**src/rtl/regfile_access_ctrl_pkg.sv**
```systemverilog
// Shared encodings for the register-file command sequencer.
// Op codes, FSM states and default widths.
package regfile_pkg;

   localparam int DATA_WIDTH_DEF = 16;
   localparam int ADDR_WIDTH_DEF = 3;

   typedef enum logic [1:0] {
      OP_NOP   = 2'b00,
      OP_WRITE = 2'b01,
      OP_READ  = 2'b10,
      OP_SET   = 2'b11
   } cmd_op_t;

   typedef enum logic [2:0] {
      ST_IDLE,
      ST_WR,
      ST_RD,
      ST_RWAIT,
      ST_SETWR,
      ST_RSP
   } ctrl_state_t;

endpackage

```
**src/rtl/regfile_access_ctrl_if.sv**
```systemverilog
// Command and response channels of the register-file sequencer.
// The master side issues commands and consumes responses.
interface regfile_access_ctrl_if
   import regfile_pkg::*;
#(
   parameter int DW = DATA_WIDTH_DEF,
   parameter int AW = ADDR_WIDTH_DEF
);

   logic          cmd_valid;
   logic          cmd_ready;
   logic [1:0]    cmd_op;
   logic [AW-1:0] cmd_addr;
   logic [DW-1:0] cmd_data;
   logic          rsp_valid;
   logic          rsp_ready;
   logic [DW-1:0] rsp_data;
   logic          wr_done;

   modport master (
      output cmd_valid, cmd_op, cmd_addr, cmd_data, rsp_ready,
      input  cmd_ready, rsp_valid, rsp_data, wr_done
   );

   modport slave (
      input  cmd_valid, cmd_op, cmd_addr, cmd_data, rsp_ready,
      output cmd_ready, rsp_valid, rsp_data, wr_done
   );

endinterface

```
**src/rtl/regfile_access_ctrl.sv**
```systemverilog
// Sequences read/write/bit-set commands onto the 8x16 register file.
// Every output is a register updated together with the state.
module regfile_access_ctrl
   import regfile_pkg::*;
#(
   parameter int DATA_WIDTH = DATA_WIDTH_DEF,
   parameter int ADDR_WIDTH = ADDR_WIDTH_DEF
) (
   input  logic                  CLK,
   input  logic                  RST,
   regfile_access_ctrl_if.slave  bus,
   output logic                  WrEn,
   output logic                  RdEn,
   output logic [ADDR_WIDTH-1:0] Address,
   output logic [DATA_WIDTH-1:0] WrData,
   input  logic [DATA_WIDTH-1:0] RdData
);

   ctrl_state_t           r_state;
   cmd_op_t               r_op;
   logic [DATA_WIDTH-1:0] r_data;
   logic                  r_cmd_ready;
   logic                  r_rsp_valid;
   logic [DATA_WIDTH-1:0] r_rsp_data;
   logic                  r_wr_done;
   logic                  r_wr_en;
   logic                  r_rd_en;
   logic [ADDR_WIDTH-1:0] r_address;
   logic [DATA_WIDTH-1:0] r_wr_data;
   cmd_op_t               w_op;

   assign w_op = cmd_op_t'(bus.cmd_op);

   always_ff @(posedge CLK) begin
      if (RST) begin
         r_state     <= ST_IDLE;
         r_op        <= OP_NOP;
         r_data      <= '0;
         r_cmd_ready <= 1'b0;
         r_rsp_valid <= 1'b0;
         r_rsp_data  <= '0;
         r_wr_done   <= 1'b0;
         r_wr_en     <= 1'b0;
         r_rd_en     <= 1'b0;
         r_address   <= '0;
         r_wr_data   <= '0;
      end else begin
         r_wr_en   <= 1'b0;
         r_rd_en   <= 1'b0;
         r_wr_done <= 1'b0;
         unique case (r_state)
            ST_IDLE: begin
               r_cmd_ready <= 1'b1;
               if (bus.cmd_valid && r_cmd_ready) begin
                  r_op   <= w_op;
                  r_data <= bus.cmd_data;
                  unique case (w_op)
                     OP_NOP: ;
                     OP_WRITE: begin
                        r_state     <= ST_WR;
                        r_cmd_ready <= 1'b0;
                        r_wr_en     <= 1'b1;
                        r_wr_done   <= 1'b1;
                        r_address   <= bus.cmd_addr;
                        r_wr_data   <= bus.cmd_data;
                     end
                     OP_READ, OP_SET: begin
                        r_state     <= ST_RD;
                        r_cmd_ready <= 1'b0;
                        r_rd_en     <= 1'b1;
                        r_address   <= bus.cmd_addr;
                     end
                  endcase
               end
            end
            ST_WR: begin
               r_state     <= ST_IDLE;
               r_cmd_ready <= 1'b1;
            end
            ST_RD: r_state <= ST_RWAIT;
            ST_RWAIT: begin
               // RdData is the file's registered output of the RD cycle
               r_rsp_data <= RdData;
               if (r_op == OP_SET) begin
                  r_state   <= ST_SETWR;
                  r_wr_en   <= 1'b1;
                  r_wr_done <= 1'b1;
                  r_wr_data <= RdData | r_data;
               end else begin
                  r_state     <= ST_RSP;
                  r_rsp_valid <= 1'b1;
               end
            end
            ST_SETWR: begin
               r_state     <= ST_RSP;
               r_rsp_valid <= 1'b1;
            end
            ST_RSP: begin
               if (bus.rsp_ready) begin
                  r_state     <= ST_IDLE;
                  r_rsp_valid <= 1'b0;
                  r_cmd_ready <= 1'b1;
               end
            end
            default: begin
               r_state     <= ST_IDLE;
               r_cmd_ready <= 1'b0;
               r_rsp_valid <= 1'b0;
            end
         endcase
      end
   end

   assign bus.cmd_ready = r_cmd_ready;
   assign bus.rsp_valid = r_rsp_valid;
   assign bus.rsp_data  = r_rsp_data;
   assign bus.wr_done   = r_wr_done;
   assign WrEn          = r_wr_en;
   assign RdEn          = r_rd_en;
   assign Address       = r_address;
   assign WrData        = r_wr_data;

endmodule

```
**src/flat_wrapper.sv**
```systemverilog
// flat-port wrapper written by rule: the top's interface ports become plain ports
module regfile_access_ctrl_flat import regfile_pkg::*;
#(
   parameter int DATA_WIDTH = DATA_WIDTH_DEF,
   parameter int ADDR_WIDTH = ADDR_WIDTH_DEF
)
  (CLK, RST, WrEn, RdEn, Address, WrData, RdData, bus_cmd_valid, bus_cmd_op, bus_cmd_addr, bus_cmd_data, bus_rsp_ready, bus_cmd_ready, bus_rsp_valid, bus_rsp_data, bus_wr_done);
  regfile_access_ctrl_if #(.DW(16), .AW(3)) bus_i ();
  input  logic CLK;
  input  logic RST;
  output logic WrEn;
  output logic RdEn;
  output logic [ADDR_WIDTH-1:0] Address;
  output logic [DATA_WIDTH-1:0] WrData;
  input  logic [DATA_WIDTH-1:0] RdData;
  input wire logic [$bits(bus_i.cmd_valid)-1:0] bus_cmd_valid;
  input wire logic [$bits(bus_i.cmd_op)-1:0] bus_cmd_op;
  input wire logic [$bits(bus_i.cmd_addr)-1:0] bus_cmd_addr;
  input wire logic [$bits(bus_i.cmd_data)-1:0] bus_cmd_data;
  input wire logic [$bits(bus_i.rsp_ready)-1:0] bus_rsp_ready;
  output wire logic [$bits(bus_i.cmd_ready)-1:0] bus_cmd_ready;
  output wire logic [$bits(bus_i.rsp_valid)-1:0] bus_rsp_valid;
  output wire logic [$bits(bus_i.rsp_data)-1:0] bus_rsp_data;
  output wire logic [$bits(bus_i.wr_done)-1:0] bus_wr_done;
  assign bus_i.cmd_valid = bus_cmd_valid;
  assign bus_i.cmd_op = bus_cmd_op;
  assign bus_i.cmd_addr = bus_cmd_addr;
  assign bus_i.cmd_data = bus_cmd_data;
  assign bus_i.rsp_ready = bus_rsp_ready;
  assign bus_cmd_ready = bus_i.cmd_ready;
  assign bus_rsp_valid = bus_i.rsp_valid;
  assign bus_rsp_data = bus_i.rsp_data;
  assign bus_wr_done = bus_i.wr_done;
  regfile_access_ctrl #(.DATA_WIDTH(DATA_WIDTH), .ADDR_WIDTH(ADDR_WIDTH)) u_core (.CLK(CLK), .RST(RST), .bus(bus_i), .WrEn(WrEn), .RdEn(RdEn), .Address(Address), .WrData(WrData), .RdData(RdData));
endmodule
```
**config.mk**
```make
export PLATFORM = sky130hd
export DESIGN_NAME = regfile_access_ctrl_flat
export DESIGN_NICKNAME = d
export VERILOG_FILES = /design/src/rtl/regfile_access_ctrl_pkg.sv /design/src/rtl/regfile_access_ctrl_if.sv /design/src/rtl/regfile_access_ctrl.sv /design/src/flat_wrapper.sv
export SDC_FILE = /design/constraint.sdc
export NUM_CORES = 1
export LEC_CHECK = 0
export ABC_CLOCK_PERIOD_IN_PS = 1550
export CORE_MARGIN = 3
export CORE_UTILIZATION = 28
export DETAILED_ROUTE_END_ITERATION = 8
export PLACE_DENSITY = 0.6
export RECOVER_POWER = 100
export SLEW_MARGIN = 15
export SYNTH_ARGS = -nofsm -noshare
export SYNTH_HDL_FRONTEND = slang
export SYNTH_SLANG_ARGS = --single-unit
```
**constraint.sdc**
```tcl
create_clock -name CLK -period 1.55 [get_ports CLK]
set_input_delay 0.31 -clock CLK [delete_from_list [all_inputs] [get_ports CLK]]
set_output_delay 0.31 -clock CLK [all_outputs]
set_load 0.03 [all_outputs]
```
; ---- Yosys cells after proc, flatten, opt, wreduce, memory -nomap -nowiden
; Index checks and enable logic that the tools add are counted.
[op_classes]
shift = 0
muxes = 21
n_div = 0
mul = 0
n_reduce_logical = 14
eq_ne = 15
n_addsub = 0
n_bitwise = 5
order_cmp = 0
[ops]
columns = cell, n
row1 = two-way mux 16 bit, 3
row2 = case mux 16 bit (2 select lines), 1
row3 = OR 16 bit, 1
row4 = case mux 3 bit (5 select lines), 1
row5 = OR reduction 3 bit, 4
row6 = two-way mux 1 bit, 10
row7 = AND reduction 3 bit, 3
row8 = case mux 1 bit (4 select lines), 2
row9 = == test 2 bit (second input constant), 3
row10 = == test 3 x 2 -> 1 bit (second input constant), 2
row11 = == test 3 bit (second input constant), 2
row12 = two-way mux 3 bit, 2
row13 = != test 2 bit (second input constant), 3
row14 = case mux 3 bit (2 select lines), 1
row15 = != test 2 x 1 -> 1 bit (second input constant), 2
row16 = inverter 1 bit, 4
row17 = AND reduction 2 bit, 2
row18 = AND reduction 4 bit, 1
row19 = == test 3 x 1 -> 1 bit (second input constant), 1
row20 = logical NOT 3 bit, 1
row21 = != test 3 bit (second input constant), 1
row22 = == test 2 x 1 -> 1 bit (second input constant), 1
row23 = case mux 1 bit (2 select lines), 1
row24 = nonzero test 2 bit, 1
row25 = other kinds (2), 2
[word_totals]
mem_bits_rw = 0
ff_bits = 60
inputBits = 41
mem_bits_ro = 0
n_memories = 0
latchBits = 0

; ---- Depth between registers and ports, before layout
; Gate-level depths: netlist (run 1).
[depth]
ltp_word = 5
ltp_mapped = 7
ltp_nobuf = 4

; ---- Least setup slack after synthesis (run 1)
; Ideal clock, no wire load.
[synth_path]
kind = reg-to-reg
startpoint = register u_core.r_state[0]
endpoint = register u_core.r_address[1] (netlist: u_core.Address[1])
path_stages_with_launch = 8
t_arrival_ps = 1511
path_slack_ps = -93
setup_ps = 132
n_path_buf = 3
t_required_ps = 1418
cell_sequence = dfxtp_1 -> buf_6 -> or3_1 -> buf_6 -> or2_1 -> buf_2 -> o21ai_1 -> a21oi_1
[synth_between]
elab_chain_cells = 2
[synth_rtl]
columns = element, line
row1 = "start, declared", regfile_access_ctrl.sv:19  ; ctrl_state_t r_state;
row2 = "start signal, assigned", regfile_access_ctrl.sv:36  ; r_state <= ST_IDLE;
row3 = "start signal, assigned", regfile_access_ctrl.sv:60  ; r_state <= ST_WR;
row4 = "start signal, assigned", regfile_access_ctrl.sv:68  ; r_state <= ST_RD;
row5 = logical NOT 3 bit, regfile_access_ctrl.sv:51  ; unique case (r_state)
row6 = AND reduction 3 bit (no line), -
row7 = "end signal, assigned", regfile_access_ctrl.sv:64  ; r_address <= bus.cmd_addr;
row8 = "end signal, assigned", regfile_access_ctrl.sv:71  ; r_address <= bus.cmd_addr;
row9 = "end, declared", regfile_access_ctrl.sv:28  ; logic [ADDR_WIDTH-1:0] r_address;
; Every way passes these cells.
; A chain may end at the register's enable or synchronous reset.

; ---- Final worst setup path (run 1)
[layout_path]
startpoint = register u_core.r_state[2]
endpoint = register u_core.r_wr_data[1] (netlist: u_core.WrData[1])
[layout_between]
elab_chain_cells = 3
word_cells_on_any_way = 8
[layout_rtl]
columns = element, line
row1 = == test 3 x 2 -> 1 bit / logical NOT 3 bit (equally long branches), regfile_access_ctrl.sv:51
row2 = != test 2 x 1 -> 1 bit (no line) (tied with other cells), -
row3 = AND reduction 4 bit (no line), -
row4 = "end signal, assigned", regfile_access_ctrl.sv:65  ; r_wr_data <= bus.cmd_data;
row5 = "end signal, assigned", regfile_access_ctrl.sv:88  ; r_wr_data <= RdData | r_data;
row6 = "end, declared", regfile_access_ctrl.sv:29  ; logic [DATA_WIDTH-1:0] r_wr_data;
; Parallel ways exist; a longest one is shown, timed or not.

==> results of run 1 <==
[cells in the final DEF (no fill, tap or decap), drive strengths merged, types with 2 or more instances in the layout]
| cell | synthesis | final |
|---|---|---|
| nand2 | 91 | 91 |
| dfxtp | 60 | 60 |
| a21oi | 55 | 55 |
| dlygate4sd2 | 0 | 40 |
| clkdlybuf4s50 | 0 | 36 |
| buf | 8 | 25 |
| clkbuf | 16 | 18 |
| or3 | 17 | 17 |
| o211ai | 16 | 16 |
| nor3 | 4 | 4 |
| o21ai | 4 | 4 |
| nand2b | 3 | 3 |
| dlymetal6s2s | 0 | 3 |
| nor2 | 3 | 3 |
| or2 | 1 | 2 |
[cell usage after synthesis (2+ instances only)]
cell type / instances / area share
or3_1: 17 / 0.044
nand2b_1: 3 / 0.0078
buf_2: 4 / 0.0083
clkbuf_1: 16 / 0.025
o211ai_1: 16 / 0.050
a21oi_1: 55 / 0.11
nor3_1: 4 / 0.0083
nand2_1: 91 / 0.14
buf_6: 3 / 0.014
nor2_1: 2 / 0.0031
dfxtp_1: 60 / 0.50
o21ai_1: 3 / 0.0063
[worst paths after layout]
path | from | to | slack [ns] | cells past startpoint
max reg2reg | u_core.r_state[2]$_SDFFE_PP0P_ | u_core.WrData[1]$_SDFFE_PP0P_ | 0.05 | 5
min reg2reg | u_core.bus.rsp_data[15]$_SDFFE_PP0N_ | u_core.bus.rsp_data[15]$_SDFFE_PP0N_ | 0.45 | 2
min | bus_cmd_op[0] | u_core.r_op[0]$_SDFFE_PP0P_ | 0.40 | 4
max | u_core.r_state[2]$_SDFFE_PP0P_ | u_core.WrData[1]$_SDFFE_PP0P_ | 0.05 | 5
[power by group through the flow]
stage               Combinational [mW]  Sequential, mW  Clock (mW)
floorplan                        0.173            1.69           0
global placement                 0.449            1.65           0
detailed placement               0.456            1.65           0
CTS                              0.452            1.62        1.32
global route                     0.495            1.62        1.39
finish                           0.461            1.62        1.28
[registers in the layout (all words and copies together), names as in the netlist]
signal / count
u_core.bus.cmd_ready: 1
u_core.bus.rsp_data: 16
u_core.Address: 3
u_core.RdEn: 1
u_core.r_data: 16
u_core.WrData: 16
u_core.r_state: 3
u_core.r_op: 2
u_core.bus.rsp_valid: 1
u_core.bus.wr_done: 1
[cells by family (layout without fill, tap and decap cells)]
logic type,count (synthesis),after routing,share of synthesized area
buffers and inverters,24,123,0.05058
multiplexers,2,2,0.008863
flip-flops,60,60,0.5005
AND/OR/NAND/NOR,125,126,0.2320
AO/OA/AOI/OAI,84,84,0.2080
[critical path, stage by stage, from the launching register on]
cell	delay, ns
dfxtp_1	0.32
or3_4	0.43
o22ai_4	0.24
clkbuf_16	0.21
o211ai_1	0.09
a21oi_1	0.14
[timing repair]
item,in CTS,in global routing
endpoints found under the setup margin,43,10
gates cloned,1,3
pin swaps,1,10
gates resized for setup,41,5
setup buffers,0,2
[layout make-up]
class / count / share of cell area
clock inverters: 1 / 0.001350
flip-flops and latches: 60 / 0.3240
clock buffers: 15 / 0.04759
repair buffers: 107 / 0.2967
multi-input cells: 212 / 0.2950
well taps: 105 / 0.03544
[per-stage QoR]
step / setup slack [ns] / setup TNS, ns / area [um2] / hold WS (ns)
after floorplan: 0.008783 / 0 / 2411 / 0.4320
after global placement: -0.2068 / -5.425 / 3461 / 0.4376
after detailed placement: -0.2724 / -7.002 / 3461 / 0.4422
after CTS: 0.04218 / 0 / 3603 / 0.4245
after global routing: -0.004107 / -0.004107 / 3707 / 0.3984
final: 0.05303 / 0 / 3707 / 0.4000
[per-layer routing]
metal / up-vias / GRT usage / wire length (um)
li1: 1208 / - / -
met5: - / 0 / 0
met1: 1122 / 0.1839 / 3529
met2: 56 / 0.2444 / 3599
met3: 8 / 0.03185 / 314
met4: 0 / 0.06933 / 111
==> metrics.txt, run 1 <==
Core ar. 8258 um2; htree depth 3; Final nets 431; vias in the first global route 2339; Register Area 1201 um2; Hold Buf Count CTS 0; Switching Power 0.8320 mW; CTS tree done; Synth Warn # 0; DRT Pass-1 Iters 4; die area 9718 um2; CTS Sinks 60; Final min period 1.497 ns; site row count 33; clock-pin slew on the worst setup and hold paths 0.06 ns; Tightest Pin Transition 0.5235 ns; die width 98.58 um; DRC violations left 0; die height 98.58 um; fillers 854; Peak VDD IR 0.3957 mV; dominant synthesized flop cell dfxtp_1; Final HPWL DP 4.835 mm; Seq cells post-synth 60; CP Data Arrival Time 1.76 ns; Final ANT Viol Nets 0; HP Class input port to flip-flop; relative slew slack 0.6510; maxcap violations 0; DRT iter0 DRCs 91; grt total ovfl 0; total routed wirelength 7.554 mm; Initial Util 0.2906; Crit. End Element flip-flop; GRT Overall Usage 0.1479; Root Driver clkbuf_8; leakage power 1.499 nW; status complete, no violations; io pins 81; sw frac 0.2474; total power 3.363 mW; IO buf count 80; drt wl/cell 15.11 um; vias 2394; Final Cycle Share 0.9658; number of synthesized flops with an enable pin 0; Synth Area per Inst 8.135 um2; largest net degree at the start of global routing 33; combinational fraction of design power 0.137; final std cells w/o fill 500; Finished Core Util 0.4489; Via density 4.788; Int Power 2.531 mW; sequential share of power 0.481; Synth Cell Area 2400 um2; Multi-input gate area 1094 um2; # setup viols final 0; crit path max fanout 8; pwr dens 907.0 nW/um2; power share of the clock group 0.382; Slew Viols, Final 0; library cells used by synthesis 33; FMAX 668.0 MHz; asr flop ratio synth 0; Required @ worst endpoint 1.81 ns; Placed Instances 478; Setup crit start kind flip-flop; Area growth, synth to finish 54.48%; n_diodes 0; final hold vios 0; Placer Congestion 0.7742; layout cells sized above 1 0.1165; clock skew 0.005898 ns; Net Count, Synth 336; Clk Latency, worst-skew pair 0.33 ns; CTS max path bufs 2; initial antenna violation count 0; Num CTS Buffers 9; Crit Path Class flip-flop to flip-flop; Gate Count Post-Synth 295; Seq/Total Area, Yosys 0.5005; first-pass GRT wire length 11.50 mm
(Power assumes the default switching activity.)
==> inputs of run 2 (changes only) <==
--- a/config.mk
+++ b/config.mk
@@ -7,9 +7,10 @@
 export LEC_CHECK = 0
 export ABC_CLOCK_PERIOD_IN_PS = 1550
 export CORE_MARGIN = 3
-export CORE_UTILIZATION = 28
+export CORE_UTILIZATION = 41
+export CTS_CLUSTER_DIAMETER = 200
 export DETAILED_ROUTE_END_ITERATION = 8
-export PLACE_DENSITY = 0.6
+export PLACE_DENSITY = 0.8
 export RECOVER_POWER = 100
 export SLEW_MARGIN = 15
 export SYNTH_ARGS = -nofsm -noshare
==> metrics.txt, run 2 (synthesis gave the netlist of run 1 again) <==
Clk Latency, worst-skew pair 0.32 ns (about the same); pwr dens 924.2 nW/um2 (+1.9%); leakage power 1.488 nW (-0.72%); site row count 27 (-18%); vias in the first global route 2094 (-10%); sequential share of power 0.475 (-0.006); vias 2432 (+1.6%); Num CTS Buffers 9 (unchanged); clock-pin slew on the worst setup and hold paths 0.06 ns (about the same); Final min period 1.591 ns (+0.09389 ns); relative slew slack 0.8017 (+0.1507); CTS Sinks 60 (unchanged); Core ar. 5574 um2 (-32%); DRC violations left 0 (unchanged); combinational fraction of design power 0.132 (-0.005); Crit. End Element flip-flop; Tightest Pin Transition 0.2900 ns (-0.2335 ns); Setup crit start kind flip-flop; Initial Util 0.4305 (+0.1399); die width 82.51 um (-16%); largest net degree at the start of global routing 36 (+9.1%); final std cells w/o fill 465 (-7.0%); CTS max path bufs 2 (unchanged); failing checks negative setup slack; unrepaired setup endpoints after global routing true; Finished Core Util 0.6617 (+0.2128); CTS tree done; htree depth 3 (unchanged); layout cells sized above 1 0.1221 (+0.005682); FMAX 628.6 MHz (-5.9%); final hold slack 0.2270 ns (-0.1730 ns); grt total ovfl 0 (unchanged); Via density 5.230 (+9.2%); io pins 81 (unchanged); Switching Power 0.8148 mW (-2.1%); DRT Pass-1 Iters 4 (unchanged); power share of the clock group 0.393 (+0.011); Placer Congestion 0.7870 (+1.7%); Final Cycle Share 1.026 (+0.06058); final setup margin -0.04087 ns (-0.09389 ns); pre-CTS setup slack -0.2203 ns (+0.05212 ns); crit path max fanout 8 (unchanged); # setup viols final 16 (+16); IO buf count 80 (unchanged); Root Driver clkbuf_8; Required @ worst endpoint 1.77 ns (-0.04 ns); sw frac 0.2390 (-0.008406); final hold vios 0 (unchanged); GRT Overall Usage 0.1949 (+0.04698); drt wl/cell 15.35 um (+1.6%); n_diodes 0 (unchanged); Peak VDD IR 0.6052 mV (+53%); fillers 485 (-43%); total power 3.409 mW (+1.4%); total routed wirelength 7.137 mm (-5.5%); die area 6807 um2 (-30%); most frequent cells in the layout 90 x nand2_1, 59 x dfxtp_1, 55 x a21oi_1; DRT iter0 DRCs 212 (+130%); Final HPWL DP 4.353 mm (-10%); Int Power 2.594 mW (+2.5%); Area growth, synth to finish 53.70%; maxcap violations 0 (unchanged); HP Class input port to flip-flop; Final nets 430 (-0.23%); most common cell after layout, fill and taps aside nand2_1; Placed Instances 441 (-7.7%); first-pass GRT wire length 10.07 mm (-12%); Slew Viols, Final 0 (unchanged); CP Data Arrival Time 1.81 ns (+0.05 ns); clock skew 0.005607 ns (-0.0002916 ns); status finished with violations; Final ANT Viol Nets 0 (unchanged); die height 82.51 um (-16%); Crit Path Class flip-flop to flip-flop; initial antenna violation count 0 (unchanged)
[run 2: final timing paths]
check,start,to,slack (ns),cells after the start
hold reg to reg,u_core.r_data[7]$_SDFFE_PP0P_,u_core.r_data[7]$_SDFFE_PP0P_,0.45,2
setup reg to reg,u_core.r_state[2]$_SDFFE_PP0P_,u_core.WrData[2]$_SDFFE_PP0P_,-0.04,8
hold / removal,RST,u_core.bus.cmd_ready$_SDFFE_PP0P_,0.23,2
setup / recovery,u_core.r_state[2]$_SDFFE_PP0P_,u_core.WrData[2]$_SDFFE_PP0P_,-0.04,8
[run 2: final cells by class]
type | count | area (um2) | area share
Sequential cell | 60 | 1202 | 0.3260
Multi-Input combinational cell | 211 | 1101 | 0.2985
Clock buffer | 13 | 148.9 | 0.04037
Tap cell | 72 | 90.09 | 0.02442
Timing Repair Buffer | 107 | 1111 | 0.3012
Clock inverter | 2 | 35.03 | 0.009498
[run 2: repair_timing]
action | in CTS | in global routing
gates resized for setup | 41 | 10
hold buffers | 0 | 0
buffers inserted | 0 | 5
setup endpoints to repair | 42 | 16
gates cloned | 0 | 4
pin swaps | 0 | 3
[run 2: routing by layer]
layer | vias to the layer above | routed length [um] | global-route usage
met3 | 12 | 522 | 0.04230
met4 | 0 | 139 | 0.08497
met1 | 1126 | 3044 | 0.2497
met5 | - | 0 | 0
met2 | 92 | 3431 | 0.3149
li1 | 1202 | - | -
[run 2: power by group through the flow]
stage / Sequential, mW / Clock [mW] / Combinational [mW]
floorplan: 1.69 / 0 / 0.173
global placement: 1.65 / 0 / 0.431
detailed placement: 1.65 / 0 / 0.438
CTS: 1.62 / 1.36 / 0.429
global route: 1.62 / 1.44 / 0.481
finish: 1.62 / 1.34 / 0.449
[run 2: per-stage QoR]
step           TNS [ns]  cell area (um2)
3_3_place_gp     -5.114             3377
5_1_grt          -1.086             3689
6_report        -0.2800             3689
2_1_floorplan         0             2411
3_5_place_dp     -5.991             3377
4_1_cts               0             3516
[run 2: worst max-delay path, cell delays in order (launching register included)]
cell       delay [ns]
dfxtp_2          0.33
buf_6            0.12
nand3b_1         0.19
buf_6            0.17
clkbuf_16        0.15
o22a_4           0.22
clkbuf_16        0.17
nand2_1          0.08
a21oi_1          0.06
